**config.mk**
```make
export PLATFORM = sky130hd
export DESIGN_NAME = shift_sequencer
export DESIGN_NICKNAME = d
export VERILOG_FILES = /design/src/rtl/shift_seq_pkg.sv /design/src/rtl/shifter.sv /design/src/rtl/shift_sequencer.sv
export SDC_FILE = /design/constraint.sdc
export NUM_CORES = 1
export LEC_CHECK = 0
export BUFFER_PORTS_ARGS = -buffer_cell sky130_fd_sc_hd__buf_4
export CAP_MARGIN = 15
export CORE_MARGIN = 5
export CORE_UTILIZATION = 55
export DETAILED_ROUTE_END_ITERATION = 16
export PLACE_DENSITY = 0.9
export REMOVE_ABC_BUFFERS = 1
export SLEW_MARGIN = 20
export SYNTH_ARGS = -nofsm -noshare
export SYNTH_HDL_FRONTEND = slang
export SYNTH_HIERARCHICAL = 1
export SYNTH_SLANG_ARGS = --single-unit
```
**constraint.sdc**
```tcl
create_clock -name clk -period 3.8 [get_ports clk]
set_input_delay 0.76 -clock clk [delete_from_list [all_inputs] [get_ports clk]]
set_output_delay 0.76 -clock clk [all_outputs]
set_load 0.005 [all_outputs]
```
**src/rtl/shift_seq_pkg.sv**
```systemverilog
// Shared types and constants for the shift sequencer and its single-step shifter.
package shift_seq_pkg;

  localparam int DATA_W = 16;

  typedef enum logic [1:0] {
    IDLE,
    SHIFT,
    DONE
  } state_e;

  localparam logic [1:0] OP_PASS = 2'b00;
  localparam logic [1:0] OP_LSL  = 2'b01;
  localparam logic [1:0] OP_LSR  = 2'b10;
  localparam logic [1:0] OP_ASR  = 2'b11;

endpackage

```
**src/rtl/shifter.sv**
```systemverilog
// Single-position 16-bit shifter datapath: pass, LSL, LSR or ASR by exactly one bit.
module shifter
  import shift_seq_pkg::*;
(
  input  logic [DATA_W-1:0] data_i,
  input  logic [1:0]        op_i,
  output logic [DATA_W-1:0] data_o
);

  always_comb begin
    data_o = data_i;
    case (op_i)
      OP_LSL:  data_o = {data_i[DATA_W-2:0], 1'b0};
      OP_LSR:  data_o = {1'b0, data_i[DATA_W-1:1]};
      OP_ASR:  data_o = {data_i[DATA_W-1], data_i[DATA_W-1:1]};
      default: data_o = data_i;
    endcase
  end

endmodule

```
**src/rtl/shift_sequencer.sv**
```systemverilog
// Multi-cycle N-position shifter built by stepping the single-position shifter once per clock.
// Optional SHIFT_SEQ_EARLY_EXIT_EN: finish as soon as the accumulator reaches a fixed point.
module shift_sequencer
  import shift_seq_pkg::*;
#(
  parameter int AMT_W = 4
) (
  input  logic              clk,
  input  logic              reset,
  input  logic              start,
  input  logic [1:0]        op,
  input  logic [AMT_W-1:0]  amt,
  input  logic [DATA_W-1:0] din,
  output logic              busy,
  output logic              done,
  output logic [DATA_W-1:0] dout
);

  state_e            state_q;
  logic [DATA_W-1:0] acc_q;
  logic [AMT_W-1:0]  cnt_q;
  logic [1:0]        opReg_q;
  logic              busy_q;
  logic              done_q;
  logic [DATA_W-1:0] dout_q;

  logic [DATA_W-1:0] shiftOut;
  logic              lastStep;

  shifter u_shifter (
    .data_i (acc_q),
    .op_i   (opReg_q),
    .data_o (shiftOut)
  );

`ifdef SHIFT_SEQ_EARLY_EXIT_EN
  // A fixed point cannot change on further steps, so the remaining count can be skipped.
  assign lastStep = (cnt_q == AMT_W'(1)) || (shiftOut == acc_q);
`else
  assign lastStep = (cnt_q == AMT_W'(1));
`endif

  always_ff @(posedge clk) begin
    if (reset) begin
      state_q <= IDLE;
      acc_q   <= '0;
      cnt_q   <= '0;
      opReg_q <= OP_PASS;
      busy_q  <= 1'b0;
      done_q  <= 1'b0;
      dout_q  <= '0;
    end else begin
      done_q <= 1'b0;
      case (state_q)
        IDLE: begin
          if (start) begin
            acc_q   <= din;
            cnt_q   <= amt;
            opReg_q <= op;
            busy_q  <= 1'b1;
            // Nothing to iterate: publish the operand straight away.
            if (amt == '0 || op == OP_PASS) begin
              state_q <= DONE;
              done_q  <= 1'b1;
              dout_q  <= din;
            end else begin
              state_q <= SHIFT;
            end
          end
        end
        SHIFT: begin
          acc_q <= shiftOut;
          cnt_q <= cnt_q - AMT_W'(1);
          if (lastStep) begin
            state_q <= DONE;
            done_q  <= 1'b1;
            dout_q  <= shiftOut;
          end
        end
        DONE: begin
          state_q <= IDLE;
          busy_q  <= 1'b0;
        end
        default: begin
          state_q <= IDLE;
          busy_q  <= 1'b0;
        end
      endcase
    end
  end

  assign busy = busy_q;
  assign done = done_q;
  assign dout = dout_q;

endmodule

```
==> metrics.md <==
| Metric | Value |
|---|---|
| Hpwl dp | `3.243 mm` |
| Final hold vios | `0` |
| Placed insts | `296` |
| Reg clk slew, reported paths | `80 ps` |
| Setup violations, final | `0` |
| CTS tree | `yes` |
| Clk sinks | `42` |
| Die width | `72.81 microns` |
| CTS H-tree lvls | `2` |
| Critical path data required time | `3940 ps` |
| Tot GR Track Use | `18.69%` |
| Clk buf depth | `2` |
| FF+latch count, synth | `42` |
| Power Total | `0.001035 W` |
| Core Area | `3744 sq um` |
| CP endpoint kind | `register` |
| Number of global-route vias before repair | `1720` |
| Final core occ | `66.28%` |
| Seq/Total Area, Yosys | `38.75%` |
| CP arrival | `2230 ps` |
| FP Rows | `22` |
| Fillers | `308` |
| Outcome | `finished clean` |
| Synth area leaders | `dfxtp_1 39%, mux2i_1 14%, a211oi_1 6.2%` |
| Max Cap Viol | `0` |
| Hold EP | `busy` |
| Max VDD drop | `0.2613 mV` |
| Grt ovf | `0` |
| Via count | `1735` |
| Power density over cell area | `417.3 nW/um^2` |
| Ant. Diodes | `0` |
| Worst r2r src | `cnt_q[1]` |
| Fmax | `0.4788 GHz` |
| Vias/cell | `5.745` |
| Asr flop ratio synth | `0%` |
| Internal Pwr Total | `0.0007299 W` |
| Syn_area_per_cell | `9.773 sq um` |
| DRC violations left | `0` |
| Clock power share | `27.4%` |
| Hold Path Class | `register to register` |
| Fin crit share | `54.96%` |
| Reg2reg path depth | `6` |
| Drt first pass iters | `5` |
| Commonest cells post-synth | `42 x dfxtp_1, 30 x mux2i_1, 27 x nor2_1` |
| Largest net degree at the start of global routing | `37` |
| Starting Density | `57.95%` |
| Measured slew at the worst slew-check pin | `1002 ps` |
| Final WL | `4.675 mm` |
| Hold buffers post-CTS | `0` |
| Worst Hold Launch | `busy` |
| Worst r2r dst | `dout[15]` |
| Sw frac | `29.51%` |
| Global-route wire length before repair | `7.803 mm` |
| Placed Area | `2399 sq um` |
| Rel. slew slack | `33.18%` |
| Post-CTS Setup Inserts | `0` |
| Share of cells above drive strength 1 | `25.98%` |
| Final Non-Filler Cells | `302` |
| CTS buffer count | `5` |
| R2R setup slack | `1710 ps` |
| Chip height | `72.81 microns` |
| NetSw | `0.0003055 W` |
| Clk root buf | `clkbuf_8` |
| ANT nets after route | `0` |
| Tmin final | `2088 ps` |
| GPL Wtd Cong | `0.8079` |
| Initial DRC count | `111` |
| Most frequent cell after synthesis | `dfxtp_1` |
| Pins Over Slew Limit | `0` |
| Top cell type's share of synthesized area | `38.75%` |
| Hold Crit Depth | `2` |
| WL/cell | `15.48 microns` |
| Leakage | `0.9737 nW` |
| Post-Syn Instances | `222` |
| Initial antenna violation count | `0` |
| Combinational share of power | `21.5%` |
| Reg power frac | `51.2%` |
| I/O Buffers | `42` |
| Post-synth EDFFs | `0` |
| Library cells used by synthesis | `38` |
| Critical Path Source Type | `register` |
| Final Instance Area | `2481 sq um` |
| RSZ-0062 raised after global routing | `no` |
| Critical path fanouts, max | `18` |
| Critical path type | `register to register` |
| Synth warn | `6` |
| CP startpoint | `cnt_q[1]` |
| Layout Nets | `282` |
| Top Ports | `43` |
| Clock Latency Late Sink | `290 ps` |
| Post-synthesis cell area | `2170 sq um` |
| Synth Flop Type | `dfxtp_1` |
| Synth area leader | `dfxtp_1` |
| Clock Skew | `4.227 ps` |
| # resized after CTS | `0` |
| Die area | `5301 sq um` |
| Layout area overhead | `14.36%` |
| Final setup TNS | `0 ps` |
==> stage by stage <==
stage | setup slack [ps] | hold slack [ps]
global placement | 1561 | 448.4
floorplan | 1264 | 451.7
global route | 1499 | 497.1
finish | 1712 | 462.5
detailed placement | 1513 | 449.2
CTS | 1671 | 470.0
==> power groups by stage <==
stage	clock [W]	sequential, W	combinational, W
2_1_floorplan	0	0.000529	0.000147
3_3_place_gp	0	0.000538	0.000212
3_5_place_dp	0	0.000539	0.000220
4_1_cts	0.000287	0.000529	0.000222
5_1_grt	0.000303	0.000538	0.000247
6_report	0.000283	0.000530	0.000222
==> layout make-up <==
type / count / area (sq um) / share of cell area, %
clock buffers: 6 / 82.58 / 3.328
inverters: 6 / 22.52 / 0.9077
multi-input cells: 156 / 1145 / 46.14
flip-flops and latches: 42 / 840.8 / 33.89
well taps: 48 / 60.06 / 2.421
repair buffers: 44 / 330.3 / 13.31
==> cells in the final DEF, fill, tap and decap left out, drive strengths merged <==
cell	Yosys	final
buf	13	44
dfxtp	42	42
mux2i	30	30
nor2	27	27
a211oi	18	18
nand2	18	18
o21ai	17	17
o2bb2ai	16	16
inv	6	6
clkbuf	5	6
a21oi	6	6
nor3	4	4
nand2b	3	3
a32oi	2	2
ha	2	2
a22o	2	2
nor2b	1	1
a311oi	1	1
or2	1	1
or4	1	1
or2b	1	1
nor3b	1	1
a2bb2oi	1	1
a221oi	1	1
and2	1	1
a21boi	1	1
mux2	1	1
==> worst max-delay path, stage by stage (launching register included) <==
cell	delay, ps
dfxtp_1	370
inv_1	80
ha_1	170
nor3b_1	180
and2_1	180
o21ai_2	780
o2bb2ai_1	170
==> how the worst max path moves through the flow <==
stage	endpoint	slack, ps	cells past startpoint
2_1_floorplan	cnt_q[0]	1260	4
3_3_place_gp	dout[4]	1560	5
3_5_place_dp	dout[15]	1510	5
4_1_cts	dout[15]	1670	6
5_1_grt	dout[5]	1500	6
6_report	dout[15]	1710	6
==> routing by layer <==
metal | track usage, % | vias up | wire length (microns)
met1 | 22.91 | 816 | 2075
li1 | - | 866 | -
met2 | 31.36 | 43 | 2278
met3 | 4.959 | 10 | 233
met4 | 6.762 | 0 | 87
met5 | 0 | - | 0
==> state kept, by name (all words and copies together) (netlist names) <==
name	count
state_q	2
opReg_q	2
done	1
dout	16
cnt_q	4
acc_q	16
busy	1
==> cell families after synthesis <==
kind of cell	synth area share, %
AO/OA/AOI/OAI	25.20
AND/OR/NAND/NOR	11.82
flip-flops	38.75
multiplexers	14.36
buffers and inverters	8.708
adder cells (fa/ha/maj)	1.153
(Power assumes the default switching activity.)
